`config.mk`:
```
export PLATFORM = sky130hd
export DESIGN_NAME = if_fetch_queue_flat
export DESIGN_NICKNAME = d
export VERILOG_FILES = /design/src/rtl/if_fetch_queue_if.sv /design/src/rtl/if_fetch_queue.sv /design/src/flat_wrapper.sv
export SDC_FILE = /design/constraint.sdc
export NUM_CORES = 1
export LEC_CHECK = 0
export ABC_AREA = 0
export CORE_AREA = 2 2 166 168
export DETAILED_ROUTE_END_ITERATION = 16
export DIE_AREA = 0 0 168 170
export DONT_BUFFER_PORTS = 1
export SLEW_MARGIN = 20
export SYNTH_ARGS = -nofsm -noshare
export SYNTH_HDL_FRONTEND = slang
export SYNTH_SLANG_ARGS = --single-unit
```
`constraint.sdc`:
```
create_clock -name clk -period 8.2 [get_ports clk]
set_clock_uncertainty 0.1 [all_clocks]
set_input_delay 2.46 -clock clk [delete_from_list [all_inputs] [get_ports clk]]
set_output_delay 2.46 -clock clk [all_outputs]
set_load 0.01 [all_outputs]
```
`src/rtl/if_fetch_queue_if.sv`:
```
// Fetch-queue bundle: instruction memory port, redirect input and decode-side handshake.
// The master modport belongs to the fetch queue; the slave modport is the surrounding core/memory.
interface if_fetch_queue_if #(
    parameter int XLEN  = 32,
    parameter int DEPTH = 4
);
    logic                      redirect;
    logic [XLEN-1:0]           redirect_pc;
    logic                      imem_en;
    logic [XLEN-3:0]           imem_addr;
    logic [XLEN-1:0]           imem_rdata;
    logic                      out_valid;
    logic                      out_ready;
    logic [XLEN-1:0]           out_instr;
    logic [XLEN-1:0]           out_pc;
    logic [XLEN-1:0]           out_pcplus4;
    logic [$clog2(DEPTH):0]    q_count;

    modport master (
        input  redirect, redirect_pc, imem_rdata, out_ready,
        output imem_en, imem_addr, out_valid, out_instr, out_pc, out_pcplus4, q_count
    );

    modport slave (
        output redirect, redirect_pc, imem_rdata, out_ready,
        input  imem_en, imem_addr, out_valid, out_instr, out_pc, out_pcplus4, q_count
    );
endinterface

```
`src/rtl/if_fetch_queue.sv`:
```
// Instruction fetch stage with an N-entry prefetch queue between a 1-cycle instruction memory
// and decode; credit-based issue guarantees every returning word has a free slot.
module if_fetch_queue #(
    parameter int              XLEN     = 32,
    parameter logic [XLEN-1:0] RESET_PC = '0,
    parameter int              DEPTH    = 4
) (
    input  logic              clk,
    input  logic              rst_n,
    if_fetch_queue_if.master  bus
);
    localparam int AW = $clog2(DEPTH);
    localparam int CW = AW + 1;
    localparam logic [CW:0] DEPTH_C = (CW+1)'(DEPTH);

    logic [XLEN-1:0] fetch_pc;
    logic [XLEN-1:0] inflight_pc;
    logic            inflight;
    logic [CW-1:0]   count;
    logic [AW-1:0]   rd_ptr;
    logic [AW-1:0]   wr_ptr;
    logic [XLEN-1:0] instr_q [DEPTH];
    logic [XLEN-1:0] pc_q    [DEPTH];

    logic            pop;
    logic            push;
    logic            issue;
    logic [CW:0]     occupancy;
    logic            unused_pc_lsbs;

    // Slots already promised: stored entries plus the outstanding fetch, minus what decode takes now.
    assign occupancy     = {1'b0, count} + {{CW{1'b0}}, inflight} - {{CW{1'b0}}, pop};
    assign bus.out_valid = rst_n && (count != '0) && !bus.redirect;
    assign pop           = bus.out_valid && bus.out_ready;
    assign issue         = rst_n && !bus.redirect && (occupancy < DEPTH_C);
    assign push          = inflight && !bus.redirect;

    assign bus.imem_en     = issue;
    assign bus.imem_addr   = fetch_pc[XLEN-1:2];
    assign bus.out_instr   = instr_q[rd_ptr];
    assign bus.out_pc      = pc_q[rd_ptr];
    assign bus.out_pcplus4 = pc_q[rd_ptr] + XLEN'(4);
    assign bus.q_count     = count;
    assign unused_pc_lsbs  = ^bus.redirect_pc[1:0];

    always_ff @(posedge clk or negedge rst_n) begin
        if (!rst_n) begin
            fetch_pc    <= RESET_PC;
            inflight_pc <= '0;
            inflight    <= 1'b0;
            count       <= '0;
            rd_ptr      <= '0;
            wr_ptr      <= '0;
        end else if (bus.redirect) begin
            fetch_pc <= {bus.redirect_pc[XLEN-1:2], 2'b00};
            inflight <= 1'b0;
            count    <= '0;
            rd_ptr   <= '0;
            wr_ptr   <= '0;
        end else begin
            inflight <= issue;
            if (issue) begin
                inflight_pc <= fetch_pc;
                fetch_pc    <= fetch_pc + XLEN'(4);
            end
            if (push) wr_ptr <= wr_ptr + AW'(1);
            if (pop)  rd_ptr <= rd_ptr + AW'(1);
            case ({push, pop})
                2'b10:   count <= count + CW'(1);
                2'b01:   count <= count - CW'(1);
                default: count <= count;
            endcase
        end
    end

    // Storage needs no reset: entries are only visible once count says they were written.
    always_ff @(posedge clk) begin
        if (rst_n && push) begin
            instr_q[wr_ptr] <= bus.imem_rdata;
            pc_q[wr_ptr]    <= inflight_pc;
        end
    end
endmodule

```
`src/flat_wrapper.sv`:
```
// flat-port wrapper written by rule: the top's interface ports become plain ports
module if_fetch_queue_flat 
#(
    parameter int              XLEN     = 32,
    parameter logic [XLEN-1:0] RESET_PC = '0,
    parameter int              DEPTH    = 4
)
  (clk, rst_n, bus_redirect, bus_redirect_pc, bus_imem_rdata, bus_out_ready, bus_imem_en, bus_imem_addr, bus_out_valid, bus_out_instr, bus_out_pc, bus_out_pcplus4, bus_q_count);
  if_fetch_queue_if #(.XLEN(XLEN), .DEPTH(DEPTH)) bus_i ();
  input  logic clk;
  input  logic rst_n;
  input wire logic [$bits(bus_i.redirect)-1:0] bus_redirect;
  input wire logic [$bits(bus_i.redirect_pc)-1:0] bus_redirect_pc;
  input wire logic [$bits(bus_i.imem_rdata)-1:0] bus_imem_rdata;
  input wire logic [$bits(bus_i.out_ready)-1:0] bus_out_ready;
  output wire logic [$bits(bus_i.imem_en)-1:0] bus_imem_en;
  output wire logic [$bits(bus_i.imem_addr)-1:0] bus_imem_addr;
  output wire logic [$bits(bus_i.out_valid)-1:0] bus_out_valid;
  output wire logic [$bits(bus_i.out_instr)-1:0] bus_out_instr;
  output wire logic [$bits(bus_i.out_pc)-1:0] bus_out_pc;
  output wire logic [$bits(bus_i.out_pcplus4)-1:0] bus_out_pcplus4;
  output wire logic [$bits(bus_i.q_count)-1:0] bus_q_count;
  assign bus_i.redirect = bus_redirect;
  assign bus_i.redirect_pc = bus_redirect_pc;
  assign bus_i.imem_rdata = bus_imem_rdata;
  assign bus_i.out_ready = bus_out_ready;
  assign bus_imem_en = bus_i.imem_en;
  assign bus_imem_addr = bus_i.imem_addr;
  assign bus_out_valid = bus_i.out_valid;
  assign bus_out_instr = bus_i.out_instr;
  assign bus_out_pc = bus_i.out_pc;
  assign bus_out_pcplus4 = bus_i.out_pcplus4;
  assign bus_q_count = bus_i.q_count;
  if_fetch_queue #(.XLEN(XLEN), .RESET_PC(RESET_PC), .DEPTH(DEPTH)) u_core (.clk(clk), .rst_n(rst_n), .bus(bus_i));
endmodule
```
; ---- Word level (Yosys, flattened, before mapping)
; Memories as Yosys holds them, arrays and structs flattened.
; Cells that the tools add are included.
[op_classes]
addsub = 8
n_lt_le_gt_ge = 1
eq_ne = 2
n_mux = 11
n_bitwise = 1
reduce_logical = 14
[op_table]
columns = operator, count
row1 = $add A32 B3 Y32 const B, 2
row2 = $mux W32, 2
row3 = $mux W2, 4
row4 = $logic_and A1 B1 Y1, 7
row5 = $pmux W3 S2, 1
row6 = $reduce_bool A2 Y1, 3
row7 = $reduce_bool A3 Y1, 2
row8 = $add A2 B1 Y2 const B, 2
row9 = $add A3 B1 Y4, 1
row10 = $lt A4 B3 Y1 const B, 1
row11 = $sub A4 B1 Y4, 1
row12 = $add A3 B1 Y3 const B, 1
row13 = $mux W1, 3
row14 = $mux W3, 1
row15 = $sub A3 B1 Y3 const B, 1
row16 = $eq A2 B1 Y1 const B, 1
row17 = $eq A2 B2 Y1 const B, 1
row18 = $reduce_and A2 Y1, 1
row19 = $logic_not A1 Y1, 1
row20 = $not A1 Y1, 1
[word_totals]
ff_bits = 72
ramBits = 256
input_bits = 68
out_inout_bits = 131
elab_cells = 45
memories = 2
[mem_list]
columns = name, words, width, rd, rd_ports_with_merged_regs, write_ports, line_no
row1 = u_core.instr_q, 4, 32, 1, 0, 1, if_fetch_queue.sv:22  ; logic [XLEN-1:0] instr_q [DEPTH];
row2 = u_core.pc_q, 4, 32, 1, 0, 1, if_fetch_queue.sv:23  ; logic [XLEN-1:0] pc_q [DEPTH];

; ---- Longest topological paths before layout
; Gate-level depths: netlist (run 1).
[depth]
ltp_word = 9
ltp_mapped = 15
mapped_depth_nobuf = 12

; ---- Least setup slack after synthesis (run 1)
; OpenSTA, ideal clock, no wires.
[synth_timing]
path_type = input to output
start = input port rst_n
end = output port bus_imem_en
arrival_ns = 4.886
required_time_ns = 5.640
path_slack_ns = 0.754
cell_stages = 13
path_buffers = 3
path_cell_list = buf_2 nor2b_1 clkbuf_1 o211ai_1 inv_1 ha_1 inv_1 ha_1 and3b_1 nor4_2 o21ai_1 inv_1 buf_1
[synth_via]
elab_chain_len = 6
[synth_lines]
columns = element, line_no
row1 = start: declaration, flat_wrapper.sv:11  ; input logic rst_n;
row2 = $logic_and A1 B1 Y1 (2 in a row), if_fetch_queue.sv:33  ; assign bus.out_valid = rst_n && (count != '0) && !bus.redirect;
row3 = $logic_and A1 B1 Y1, if_fetch_queue.sv:34  ; assign pop = bus.out_valid && bus.out_ready;
row4 = $sub A4 B1 Y4, if_fetch_queue.sv:32  ; assign occupancy = {1'b0, count} + {{CW{1'b0}}, inflight} - {{CW{1'b0}}, pop};
row5 = $lt A4 B3 Y1, if_fetch_queue.sv:35  ; assign issue = rst_n && !bus.redirect && (occupancy < DEPTH_C);
row6 = $logic_and A1 B1 Y1 (*), if_fetch_queue.sv:35
row7 = end: declaration, flat_wrapper.sv:16  ; output wire logic [$bits(bus_i.imem_en)-1:0] bus_imem_en;
; Mark *: on every way between the ends. The rest lies on a longest branch, timed or not.

; ---- Worst setup path in the final report (run 1)
; Same ends and word-level chain as after synthesis.

==> impl_metrics.csv, run 1 <==
group,metric,value,unit
outcome,status,"finished clean",
global_route,grt_pass1_vias,7327,
power,cellPowerDensity,260.1,nW/um^2
cts,tritoncts,"yes",
detailed_routing,vias_per_cell,6.080,
cts,clk_latency,0.50,ns
yosys,synth.area.top_cells,"edfxtp_1 56%, dfrtp_1 13%, mux4_2 9.7%",
floorplanning,core_area,26650,sq um
yosys,synth.largest_area_cell,"edfxtp_1",
sta,maxSlewHeadroom,32.22,%
setup_path,crit_fanout,86,
layout,synthToLayoutAreaGrowth,10.51,%
cts,cts_hold_buf,0,
setup_path,cp.arrival,4.58,ns
setup_path,crit_path_end_kind,"primary output",
yosys,synth_enable_flop_cells,248,
layout,diodes,0,
yosys,synthArstFlopShare,21.52,%
layout,final_area,14630,sq um
floorplanning,die_width,168,um
global_route,grtUsageTotal,19.20,%
yosys,ys.flop_type,"edfxtp_1",
sta,fin_crit_sh,87.09,%
global_route,antenna_found_initial,0,
floorplanning,rows,60,
detailed_routing,drtIter0Drc,521,
yosys,ys.warnings.count,0,
sta,drv_slew,0,
yosys,synth.most_common_cell,"edfxtp_1",
cts,path_clk_slew,0.06,ns
sta,rsz0062_at_grt,"no",
layout,n_fill_cell,2091,
sta,max_clock_freq,140.0,MHz
cts,cts.sinks,316,
yosys,syn_avg_cell_area,16.44,sq um
placement,postPlaceCellArea,13510,sq um
cts,cts-resized-gates,0,
yosys,synth_top_area_share,56.26,%
yosys,synth_common_cells,"248 x edfxtp_1, 122 x nand2_1, 68 x dfrtp_1",
power,power_leakage,5.005,nW
yosys,synthCells,805,
power,peakVddDrop,0.1459,mV
yosys,synth_area,13240,sq um
yosys,synth_cell_types,65,
detailed_routing,routed_wl,27.24,mm
detailed_routing,drc,0,
sta,min_period,7.141,ns
setup_path,r2r_setup_slack,4.13,ns
floorplanning,pin_count,199,
placement,place.gp.congestion,0.8645,
floorplanning,die_h,170,um
yosys,synth-seq-cells,316,
yosys,seq_area_frac_synth,69.12,%
sta,setup_tns,0,ns
min_path,hp-class,"reg2reg",
placement,dp_hpwl,16.97,mm
cts,root_buffer,"clkbuf_16",
cts,numCtsBuffers,34,
cts,post-cts-setup-buffers,0,
power,power.total,3.805,mW
global_route,grt_pass1_wl,42.30,mm
sta,worst_pin_slew,1.017,ns
setup_path,required,5.64,ns
placement,io_buffers,0,
sta,hold_viol_final,0,
sta,setup_viol,0,
detailed_routing,ant_nets,0,
layout,layout-drive-gt1-share,17.19,%
cts,clockBufferDepth,3,
floorplanning,dieArea,28560,sq um
detailed_routing,first_pass_iters,5,
detailed_routing,num_vias,7132,
layout,num-nets-final,884,
global_route,grt_max_degree,87,
detailed_routing,post_drt_wl_per_cell,23.22,um
cts,htreeDepth,2,
job,cap_viol_max_count,0,
setup_path,cp-start-kind,"primary input",
floorplanning,start_util,49.67,%
global_route,grt_overflow,0,
setup_path,crit_type,"in2out",
[routing by layer]
metal,GRT usage [%],vias to the layer above,wire (um)
li1,-,3177,-
met1,25.38,3636,11380
met2,30.87,283,12900
met3,6.512,36,2502
met4,4.953,0,452
met5,0,-,0
[worst max-delay path: stages]
cell and delay [ns]:
nor2b_1 0.17, o211ai_1 0.18, inv_1 0.21, ha_1 0.18
inv_1 0.04, ha_1 0.27, and3b_1 0.19, nor4_2 0.55
o21ai_4 0.14, inv_1 0.16
[worst paths after layout]
| path | from | to | cells past startpoint |
|---|---|---|---|
| max | rst_n | bus_imem_en | 10 |
| min | u_core.inflight_pc[2]$_DFFE_PN0P_ | u_core.pc_q[1][2]$_DFFE_PP_ | 0 |
| max reg2reg | u_core.bus.q_count[0]$_DFFE_PN0P_ | u_core.fetch_pc[30]$_DFFE_PN0P_ | 12 |
| min reg2reg | u_core.inflight_pc[2]$_DFFE_PN0P_ | u_core.pc_q[1][2]$_DFFE_PP_ | 0 |
| max in group asynchronous | rst_n | u_core.rd_ptr[0]$_DFFE_PN0P_ | 0 |
| min in group asynchronous | rst_n | u_core.fetch_pc[26]$_DFFE_PN0P_ | 0 |
[final cells by class]
type	count	area, sq um	share of cell area, %
repair buffers	5	37.54	0.2566
clock inverters	17	141.4	0.9666
flip-flops and latches	316	9154	62.58
multi-input cells	429	3817	26.10
well taps	341	426.7	2.917
inverters	20	75.07	0.5132
clock buffers	45	975.9	6.672
[cell usage in the layout, fill, tap and decap left out, drive strengths merged, types with 7 or more instances in the layout]
cell / n
a221o: 13
a31oi: 8
and2: 7
and3: 16
and4: 7
clkbuf: 45
clkinv: 14
dfrtp: 68
edfxtp: 248
ha: 9
inv: 21
mux4: 62
nand2: 122
nand3: 13
nand4: 15
nor2: 19
nor3: 14
nor4: 13
o21ai: 9
o311ai: 16
xnor2: 18
xor2: 18
[power by group]
group          switching (mW)  internal, mW  leakage (nW)
clock                   0.595         0.904         0.556
combinational           0.177         0.103          1.35
sequential              0.137          1.89          3.10
[cells by family after synthesis]
| kind of cell | Yosys count | share of synthesized area, % |
|---|---|---|
| DFF | 316 | 69.12 |
| AOI/OAI and AO/OA | 76 | 4.689 |
| and+or+nand+nor | 239 | 9.576 |
| adders and majority gates | 10 | 1.002 |
| other | 1 | 0.02833 |
| xor gates and xnor gates | 36 | 2.382 |
| muxes | 64 | 10.84 |
| buffers and inverters | 63 | 2.363 |
[stage by stage]
step	util, %	hold slack [ns]	cells	setup slack (ns)
floorplan	-	0.3758	808	0.7539
global placement	50.69	0.3894	1111	1.233
detailed placement	50.69	0.4037	1111	1.139
CTS	54.89	0.4154	1173	1.135
global route	54.89	0.4399	1173	0.9180
finish	54.89	0.4105	1173	1.059
[flip-flops by register name, indices dropped and copies added, names as in the netlist]
signal and cells:
u_core.bus.q_count 3, u_core.fetch_pc 30, u_core.inflight 1, u_core.inflight_pc 30
u_core.instr_q 128, u_core.pc_q 120, u_core.rd_ptr 2, u_core.wr_ptr 2
(Power assumes the default switching activity.)
==> run 2: changes to the inputs <==
--- a/config.mk
+++ b/config.mk
@@ -7,9 +7,11 @@
 export LEC_CHECK = 0
 export ABC_AREA = 0
 export CORE_AREA = 2 2 166 168
+export CTS_CLUSTER_DIAMETER = 100
 export DETAILED_ROUTE_END_ITERATION = 16
 export DIE_AREA = 0 0 168 170
 export DONT_BUFFER_PORTS = 1
+export GPL_TIMING_DRIVEN = 0
 export SLEW_MARGIN = 20
 export SYNTH_ARGS = -nofsm -noshare
 export SYNTH_HDL_FRONTEND = slang
==> run 2 against run 1 <==
Critical path type unchanged. Maximum frequency down 10%. Sequential power about the same. Worst setup slack worse by 0.81 ns. First-iteration DRC count up 19%. Critical path depth up 3. Total power up 2.6%. Register-to-register slack better by 0.13 ns. Wire length up 7.6%. Largest cell class unchanged. Final cell count up 3.5%. Hold slack better by 0.014 ns. Via count up 2.8%.
==> impl_metrics.csv, run 2 (synthesized netlist as in run 1, its figures left out) <==
group,metric,value,unit
global_route,grt_overflow,0,
min_path,hp-class,"reg2reg",
floorplanning,dieArea,28560,sq um
layout,final_core_util,56.10,%
setup_path,crit_fanout,69,
power,cellPowerDensity,261.0,nW/um^2
detailed_routing,drc,0,
floorplanning,pin_count,199,
sta,max_clock_freq,125.8,MHz
placement,io_buffers,0,
sta,maxSlewHeadroom,47.91,%
global_route,grtUsageMet2,34.64,%
global_route,grt_max_degree,70,
layout,diodes,0,
cts,post-cts-setup-buffers,0,
floorplanning,core_area,26650,sq um
cts,root_buffer,"clkbuf_16",
sta,fin_crit_sh,96.93,%
cts,htreeDepth,2,
sta,setup_viol,0,
detailed_routing,first_pass_iters,5,
layout,regMostFlops,"u_core.instr_q",
detailed_routing,vias_per_cell,6.039,
setup_path,crit_type,"in2out",
detailed_routing,num_vias,7331,
layout,num-nets-final,926,
global_route,gr-usage-met3,6.674,%
sta,min_period,7.948,ns
global_route,grt-busiest-layer,"met2",
job,cap_viol_max_count,0,
sta,hold_viol_final,0,
floorplanning,die_width,168,um
global_route,gr-usage-met1,27.40,%
cts,clk_latency,0.50,ns
setup_path,cp.arrival,5.39,ns
setup_path,crit_path_end_kind,"primary output",
sta,worst_pin_slew,0.7814,ns
layout,layout-drive-gt1-share,18.79,%
cts,clockBufferDepth,3,
detailed_routing,post_drt_wl_per_cell,24.14,um
setup_path,required,5.64,ns
placement,dp_hpwl,20.51,mm
cts,cts-resized-gates,2,
detailed_routing,ant_nets,0,
layout,largest_reg_flops,128,
global_route,antenna_found_initial,1,
layout,synthToLayoutAreaGrowth,12.96,%
cts,numCtsBuffers,34,
cts,cts_hold_buf,0,
global_route,grt_pass1_vias,7799,
floorplanning,rows,60,
layout,reg_top3,"u_core.instr_q x128, u_core.pc_q x120",
global_route,grtUsageTotal,21.09,%
detailed_routing,routed_wl,29.31,mm
layout,most-common-layout-cells,"248 x edfxtp_1, 122 x nand2_1, 68 x dfrtp_1",
power,power.total,3.902,mW
cts,cts.sinks,316,
power,peakVddDrop,0.1687,mV
sta,rsz0062_at_grt,"no",
placement,place.gp.congestion,0.8694,
global_route,grt_pass1_wl,45.78,mm
min_path,worstHoldPathCells,0,
setup_path,cp-start-kind,"primary input",
outcome,status,"finished clean",
sta,drv_slew,0,
floorplanning,start_util,49.67,%
floorplanning,die_h,170,um
cts,tritoncts,"yes",
layout,final_common_cell,"edfxtp_1",
detailed_routing,drtIter0Drc,621,
power,power_leakage,5.175,nW
cts,path_clk_slew,0.06,ns
setup_path,rr_worst_depth,13,
==> run 2: final cells by class <==
cell class / count / area, sq um
clock inverter: 21 / 235.2
clock buffer: 40 / 935.9
timing repair buffer: 4 / 80.08
inverter: 20 / 75.07
tap: 341 / 426.7
fill: 2051 / 11700
sequential: 316 / 9149
buffer: 43 / 240.2
multi-input combinational: 429 / 3810
==> run 2: through the flow <==
step           cells  cell area (sq um)  setup TNS [ns]  worst slack (ns)  hold slack, ns
2_1_floorplan    808              13250               0            0.7539          0.3758
3_3_place_gp    1149              13670         -0.1179           -0.1179          0.3905
3_5_place_dp    1153              13770         -0.3131           -0.3131          0.4108
5_1_grt         1214              14950               0           0.06365          0.4395
4_1_cts         1214              14950               0           0.05862          0.4129
6_report        1214              14950               0            0.2517          0.4241
==> run 2: where the power goes <==
group | total (mW) | internal (mW) | switching (mW)
combinational | 0.316 | 0.114 | 0.202
clock | 1.57 | 0.974 | 0.595
sequential | 2.02 | 1.89 | 0.128
==> run 2: layer usage <==
layer  up-vias  wire length (um)
met4         2               468
met5         -                13
met2       287             14270
met3        43              2749
met1      3737             11800
li1       3262                 -
==> run 2: final timing paths <==
check | start | end | slack [ns]
worst max register to register | u_core.bus.q_count[0]$_DFFE_PN0P_ | u_core.inflight_pc[26]$_DFFE_PN0P_ | 4.26
worst min register to register | u_core.inflight_pc[16]$_DFFE_PN0P_ | u_core.pc_q[3][16]$_DFFE_PP_ | 0.42
min in group asynchronous | rst_n | u_core.fetch_pc[5]$_DFFE_PN0P_ | 1.56
max in group asynchronous | rst_n | u_core.wr_ptr[1]$_DFFE_PN0P_ | 6.33
worst max-delay path | rst_n | bus_imem_en | 0.25
worst min-delay path | u_core.inflight_pc[16]$_DFFE_PN0P_ | u_core.pc_q[3][16]$_DFFE_PP_ | 0.42
==> run 2: worst max-delay path, cell delays in order <==
cell and delay (ns):
buf_2 0.20, nor2b_1 0.17, clkbuf_2 0.27, o211ai_1 0.20, inv_1 0.23, ha_1 0.19
inv_1 0.04, ha_1 0.27, and3b_1 0.19, nor4_2 0.44, o21ai_2 0.22, inv_2 0.19
buf_2 0.28
